**src/rtl/cv32e40p_ft_pkg.sv**
```systemverilog
// Shared types for the fault-tolerant cv32e40p TMR error controller.
package cv32e40p_ft_pkg;

    localparam int N_REPLICA = 3;

    typedef logic [N_REPLICA-1:0] replica_oh_t;

    typedef enum logic [1:0] {
        ST_IDLE,
        ST_REQ,
        ST_WAIT,
        ST_FATAL
    } tmr_ctrl_state_e;

endpackage

```
**src/rtl/cv32e40p_tmr_error_ctrl_if.sv**
```systemverilog
// Resync handshake between the TMR error controller and the pipeline.
interface cv32e40p_tmr_error_ctrl_if;
    import cv32e40p_ft_pkg::*;

    logic        resync_req_o;
    replica_oh_t resync_replica_o;
    logic        resync_busy_o;
    logic        resync_ack_i;

    modport master (
        output resync_req_o,
        output resync_replica_o,
        output resync_busy_o,
        input  resync_ack_i
    );

    modport slave (
        input  resync_req_o,
        input  resync_replica_o,
        input  resync_busy_o,
        output resync_ack_i
    );

endinterface

```
**src/rtl/cv32e40p_sat_counter.sv**
```systemverilog
// Saturating up-counter with synchronous clear; clear beats increment.
module cv32e40p_sat_counter #(
    parameter int W = 4
) (
    input  logic         clk,
    input  logic         rst,
    input  logic         inc,
    input  logic         clr,
    output logic [W-1:0] cnt
);

    always_ff @(posedge clk) begin
        if (rst || clr) begin
            cnt <= '0;
        end else if (inc && (cnt != '1)) begin
            cnt <= cnt + 1'b1;
        end
    end

endmodule

```
**src/rtl/cv32e40p_tmr_error_ctrl.sv**
```systemverilog
// Windowed per-replica error counting, resync request handshake and sticky
// fatal latch for a bank of TMR majority voters.
//
// state | meaning
// IDLE  | monitoring; counters and decay window run
// REQ   | resync requested for the latched replica, waiting for ack
// WAIT  | resync in progress, down-counter running
// FATAL | uncorrectable disagreement seen; left only by reset
module cv32e40p_tmr_error_ctrl
    import cv32e40p_ft_pkg::*;
#(
    parameter int N_IN          = 1,
    parameter int CNT_W         = 4,
    parameter int THRESHOLD     = 4,
    parameter int WINDOW        = 1024,
    parameter int RESYNC_CYCLES = 16
) (
    input  logic                                clk,
    input  logic                                rst,
    input  logic                                enable_i,
    input  logic [N_IN-1:0]                     err_correct_i,
    input  logic [N_IN-1:0]                     err_detect_i,
    input  logic [N_IN-1:0][N_REPLICA-1:0]      mismatch_i,
    cv32e40p_tmr_error_ctrl_if.master           rs,
    output logic                                fatal_o,
    output logic [N_REPLICA-1:0][CNT_W-1:0]     err_cnt_o,
    output logic [7:0]                          resync_cnt_o
);

    localparam int WIN_W  = (WINDOW > 1) ? $clog2(WINDOW) : 1;
    localparam int WAIT_W = (RESYNC_CYCLES > 1) ? $clog2(RESYNC_CYCLES) : 1;
    localparam logic [CNT_W-1:0]  THR_C     = CNT_W'(THRESHOLD);
    localparam logic [WIN_W-1:0]  WIN_LAST  = WIN_W'(WINDOW - 1);
    localparam logic [WAIT_W-1:0] WAIT_LOAD = WAIT_W'(RESYNC_CYCLES - 1);

    tmr_ctrl_state_e state_q, state_d;
    logic [WIN_W-1:0]  win_q;
    logic [WAIT_W-1:0] wait_q, wait_d;
    logic [7:0]        rcnt_q, rcnt_d;
    replica_oh_t       sel_q, sel_d;
    logic              req_q, busy_q, fatal_q;

    logic        fatal_ev, monitor_on, win_wrap, wait_entry;
    replica_oh_t hit, over, pick, cnt_inc, cnt_clr;

    assign fatal_ev   = enable_i & (|(err_detect_i & ~err_correct_i));
    assign monitor_on = (state_q == ST_IDLE) & enable_i & ~fatal_ev;
    assign win_wrap   = monitor_on & (win_q == WIN_LAST);
    assign wait_entry = (state_q == ST_REQ) & (state_d == ST_WAIT);

    always_comb begin
        hit = '0;
        for (int k = 0; k < N_IN; k++) begin
            hit = hit | (mismatch_i[k] & {N_REPLICA{err_correct_i[k]}});
        end
    end

    assign cnt_inc = monitor_on ? hit : '0;
    assign cnt_clr = {N_REPLICA{win_wrap}} | (wait_entry ? sel_q : '0);

    for (genvar r = 0; r < N_REPLICA; r++) begin : g_cnt
        cv32e40p_sat_counter #(.W(CNT_W)) u_cnt (
            .clk (clk),
            .rst (rst),
            .inc (cnt_inc[r]),
            .clr (cnt_clr[r]),
            .cnt (err_cnt_o[r])
        );
        assign over[r] = (err_cnt_o[r] >= THR_C);
    end

    // Isolate the lowest set bit so replica 0 wins ties.
    assign pick = over & (~over + 3'd1);

    always_comb begin
        state_d = state_q;
        wait_d  = wait_q;
        rcnt_d  = rcnt_q;
        case (state_q)
            ST_IDLE: begin
                if (fatal_ev)   state_d = ST_FATAL;
                else if (|over) state_d = ST_REQ;
            end
            ST_REQ: begin
                if (fatal_ev) begin
                    state_d = ST_FATAL;
                end else if (rs.resync_ack_i) begin
                    state_d = ST_WAIT;
                    wait_d  = WAIT_LOAD;
                end
            end
            ST_WAIT: begin
                if (fatal_ev) begin
                    state_d = ST_FATAL;
                end else if (wait_q == '0) begin
                    state_d = ST_IDLE;
                    if (rcnt_q != 8'hFF) rcnt_d = rcnt_q + 8'd1;
                end else begin
                    wait_d = wait_q - 1'b1;
                end
            end
            default: state_d = ST_FATAL;
        endcase
        sel_d = '0;
        if (state_d == ST_REQ) sel_d = (state_q == ST_IDLE) ? pick : sel_q;
    end

    always_ff @(posedge clk) begin
        if (rst) begin
            state_q <= ST_IDLE;
            win_q   <= '0;
            wait_q  <= '0;
            rcnt_q  <= '0;
            sel_q   <= '0;
            req_q   <= 1'b0;
            busy_q  <= 1'b0;
            fatal_q <= 1'b0;
        end else begin
            state_q <= state_d;
            wait_q  <= wait_d;
            rcnt_q  <= rcnt_d;
            sel_q   <= sel_d;
            req_q   <= (state_d == ST_REQ);
            busy_q  <= (state_d == ST_REQ) || (state_d == ST_WAIT);
            fatal_q <= (state_d == ST_FATAL);
            if (monitor_on) win_q <= win_wrap ? '0 : win_q + 1'b1;
        end
    end

    assign rs.resync_req_o     = req_q;
    assign rs.resync_replica_o = sel_q;
    assign rs.resync_busy_o    = busy_q;
    assign fatal_o             = fatal_q;
    assign resync_cnt_o        = rcnt_q;

endmodule

```
**src/flat_wrapper.sv**
```systemverilog
// flat-port wrapper written by rule: the top's interface ports become plain ports
module cv32e40p_tmr_error_ctrl_flat import cv32e40p_ft_pkg::*;
#(
    parameter int N_IN          = 1,
    parameter int CNT_W         = 4,
    parameter int THRESHOLD     = 4,
    parameter int WINDOW        = 1024,
    parameter int RESYNC_CYCLES = 16
)
  (clk, rst, enable_i, err_correct_i, err_detect_i, mismatch_i, fatal_o, err_cnt_o, resync_cnt_o, rs_resync_req_o, rs_resync_replica_o, rs_resync_busy_o, rs_resync_ack_i);
  cv32e40p_tmr_error_ctrl_if rs_i ();
  input  logic clk;
  input  logic rst;
  input  logic enable_i;
  input  logic [N_IN-1:0] err_correct_i;
  input  logic [N_IN-1:0] err_detect_i;
  input  logic [N_IN-1:0][N_REPLICA-1:0] mismatch_i;
  output logic fatal_o;
  output logic [N_REPLICA-1:0][CNT_W-1:0] err_cnt_o;
  output logic [7:0] resync_cnt_o;
  output wire logic [$bits(rs_i.resync_req_o)-1:0] rs_resync_req_o;
  output wire logic [$bits(rs_i.resync_replica_o)-1:0] rs_resync_replica_o;
  output wire logic [$bits(rs_i.resync_busy_o)-1:0] rs_resync_busy_o;
  input wire logic [$bits(rs_i.resync_ack_i)-1:0] rs_resync_ack_i;
  assign rs_resync_req_o = rs_i.resync_req_o;
  assign rs_resync_replica_o = rs_i.resync_replica_o;
  assign rs_resync_busy_o = rs_i.resync_busy_o;
  assign rs_i.resync_ack_i = rs_resync_ack_i;
  cv32e40p_tmr_error_ctrl #(.N_IN(N_IN), .CNT_W(CNT_W), .THRESHOLD(THRESHOLD), .WINDOW(WINDOW), .RESYNC_CYCLES(RESYNC_CYCLES)) u_core (.clk(clk), .rst(rst), .enable_i(enable_i), .err_correct_i(err_correct_i), .err_detect_i(err_detect_i), .mismatch_i(mismatch_i), .rs(rs_i), .fatal_o(fatal_o), .err_cnt_o(err_cnt_o), .resync_cnt_o(resync_cnt_o));
endmodule
```
**config.mk**
```make
export PLATFORM = sky130hd
export DESIGN_NAME = cv32e40p_tmr_error_ctrl_flat
export DESIGN_NICKNAME = d
export VERILOG_FILES = /design/src/rtl/cv32e40p_ft_pkg.sv /design/src/rtl/cv32e40p_tmr_error_ctrl_if.sv /design/src/rtl/cv32e40p_sat_counter.sv /design/src/rtl/cv32e40p_tmr_error_ctrl.sv /design/src/flat_wrapper.sv
export SDC_FILE = /design/constraint.sdc
export NUM_CORES = 1
export LEC_CHECK = 0
export BUFFER_PORTS_ARGS = -buffer_cell sky130_fd_sc_hd__buf_2
export CORE_ASPECT_RATIO = 1.4
export CORE_MARGIN = 2
export CORE_UTILIZATION = 29
export CTS_CLUSTER_DIAMETER = 200
export CTS_CLUSTER_SIZE = 25
export DETAILED_ROUTE_END_ITERATION = 10
export MAX_ROUTING_LAYER = met4
export PLACE_DENSITY = 0.54
export SLEW_MARGIN = 20
export SYNTH_ARGS = -nofsm -noshare
export SYNTH_HDL_FRONTEND = slang
export SYNTH_SLANG_ARGS = --single-unit
```
**constraint.sdc**
```tcl
create_clock -name clk -period 2.47 [get_ports clk]
set_input_delay 0.494 -clock clk [delete_from_list [all_inputs] [get_ports clk]]
set_output_delay 0.494 -clock clk [all_outputs]
set_load 0.005 [all_outputs]
```
==> metrics <==
status finished, final reports clean; top-area cell type share of the netlist area 39.48%; Area after DPL 0.002375 mm²; IO buf count 34; Die Wd 76.43 µm; Worst Tran Pin Value 0.6575 ns; Crit path max-delay family simple AND/OR/NAND/NOR gates; syn nets approximately 260; CTS Buf Count 5; Synth area leaders dfxtp_1 39%, xor2_1 5.3%, ha_1 5.3%, nand3_1 5.2%, nor2_1 4.4%; I/O pins 35; Hold Crit Depth 2; final instance area between 0.002 and 0.0025 mm²; drt first pass iters 4; Starting Density between 20% and 30%; post-layout minimum cycle time 2.131 ns; crit path kind register to register; commonest non-fill, non-tap cell in the layout dfxtp_1; #FFs+latches synth 42; final net count 290; WL/cell 12.63 µm; cell taking the most area after synthesis dfxtp_1; post-route antenna net violation count 0; setup_tns 0 ns; Synth warnings 0; startpoint types register; CTS Sinks between 40 and 50; Clock transition at path regs 0.09 ns; GRT Util Overall about an eighth; Max-slew headroom 55.55%; max_cap viols 0; Max stage delay on crit path 0.44 ns; Syn Area/Cell 8.948 µm²; post-CTS setup buffers 0; largest net degree at the start of global routing 18; period utilisation layout approximately 86%; Residual DRC 0; GRT overflow 0; Distinct cells, synth 52; CP bufs+invs 2; Layout area overhead 15.75%; R2R cell count 10; HPWL Detailed 3.590 mm; Hold Crit Class register to register; final wirelength 4.672 mm; Fmax between 0.4 and 0.5 GHz; vias in the first global route 1,719; CP Depth 10; CTS tree done; CTS max path bufs 2; Vias 1,821; Cell Rows 37; clock skew 0.01089 ns; Mapped Area roughly 0.0021 mm²; VDD IR-drop max 0.1972 mV; worst-skew pair later-pin latency 0.30 ns; initial antenna violation count 0; most frequent cells in the layout 42 x dfxtp_1, 34 x buf_2, 25 x nor2_1; RSZ-0062 raised after global routing false; first-pass GRT wire length 7.866 mm; area of the core a little over 0.007 mm²; # hold bufs at CTS 0; CP Max Fanout 5; fin util 34.13%; WP data required 2.71 ns; worst-path cell chain inv_1 -> ha_1 -> or3b_1 -> nand2_1 -> and3_1 -> inv_1 -> ha_1 -> nand3_1 -> o311ai_1 -> nor2_1; FILL cells 784; post-cts sizing count 0; Worst Path Arrival 2.37 ns; power per standard cell area 545.7 mW/mm²; Setup Viol. Count Final 0; Leakage between 0.9 and 1 nW; sequential area share after synthesis 39.48%; EDFF count, synth 0; Final GP Congestion 0.8062; Root Buffer clkbuf_8; CP max stage cell or3b_1; Async SR Flop Fraction 0%; die area just over 0.008 mm²; Hold Vio Cnt, Final 0; DRT iter0 DRCs 66; Cells after Synth 238; Chip Height between 100 and 150 µm; count of pins over their slew limit 0; top_reg_cell synth dfxtp_1; # diodes 0; CP Capture Type register; ratio of cells with drive above 1 in the final layout a little under a fifth; DR vias/cell 4.922; Pwr Total 0.001345 W; H-tree depth 2
[worst paths after layout]
kind                                               from                                         end  slack [ns]
max reg2reg               u_core.wait_q[0]$_SDFFE_PP0P_   u_core.g_cnt[0].u_cnt.cnt[3]$_SDFFE_PP0P_        0.34
max                       u_core.wait_q[0]$_SDFFE_PP0P_   u_core.g_cnt[0].u_cnt.cnt[3]$_SDFFE_PP0P_        0.34
min          u_core.rs.resync_replica_o[0]$_SDFFE_PP0P_  u_core.rs.resync_replica_o[0]$_SDFFE_PP0P_        0.49
min reg2reg  u_core.rs.resync_replica_o[0]$_SDFFE_PP0P_  u_core.rs.resync_replica_o[0]$_SDFFE_PP0P_        0.49
[synthesized netlist by cell type (all sizes together) (2+ instances only)]
cell,instances
ha,9
nand4,12
xnor2,2
nand2,12
o21a,2
a31oi,2
a21oi,12
nor2b,3
o311ai,3
clkbuf,4
nand3b,2
xor2,13
nor2,25
mux2i,4
nand3,23
inv,8
o31ai,4
nor3,2
or4,2
nand2b,4
or3,4
dfxtp,42
o21ai,8
a211oi,2
buf,4
nor4,4
nor3b,2
and3,6
a311oi,2
[through the flow]
| step | cells | setup WS [ns] | hold slack [ns] |
|---|---|---|---|
| floorplan | 238 | 0.5610 | 0.4587 |
| global placement | 362 | 0.4141 | 0.4710 |
| detailed placement | 362 | 0.3398 | 0.4827 |
| CTS | 370 | 0.3257 | 0.4956 |
| global route | 370 | 0.1409 | 0.5136 |
| finish | 370 | 0.3391 | 0.4897 |
[routing by layer]
layer,vias to the layer above,GRT usage (%),part of all wire [%]
met1,845,13.55,43
li1,936,-,-
met4,0,5.455,2.1
met3,9,1.969,2.7
met5,-,-,0
met2,31,21.87,52
[registers in the layout (all words and copies together) (netlist names)]
name,cells
u_core.rs.resync_req_o,1
u_core.wait_q,4
u_core.fatal_o,1
u_core.win_q,10
u_core.g_cnt.u_cnt.cnt,12
u_core.state_q,2
u_core.resync_cnt_o,8
u_core.rs.resync_replica_o,3
u_core.rs.resync_busy_o,1
[worst min-delay path, cell delays in order, from the launching register on]
cell and delay, ns:
dfxtp_1 0.34, inv_1 0.05, a211oi_1 0.06
[logic make-up (layout without fill, tap and decap cells)]
kind of cell    after synthesis  count (layout)  synth area share (%)
fa+ha+maj                     9               9                 5.288
compound gates               42              42                 13.22
simple gates                110             110                 30.02
flops                        42              42                 39.48
xor+xnor                     15              15                 6.169
mux                           4               4                 1.880
buf+inv                      16              51                 3.936
[power by group]
part	total (W)	internal [W]	switching, W	leakage, nW
registers	0.000726	0.000700	0.0000259	0.340
logic	0.000174	0.0000711	0.000102	0.609
clock network	0.000445	0.000199	0.000247	0.0441
total	0.00134	0.000970	0.000375	0.993
[final cells by class]
class / count / area [µm²] / share of cell area (%)
Sequential cell: 42 / 840.8 / 34.11
Timing Repair Buffer: 35 / 177.7 / 7.208
Tap cell: 97 / 121.4 / 4.924
Clock buffer: 5 / 68.82 / 2.792
Clock inverter: 3 / 21.27 / 0.8629
Inverter: 8 / 30.03 / 1.218
Multi-Input combinational cell: 180 / 1205 / 48.88
Note: power is estimated with default switching activity, not from simulation.
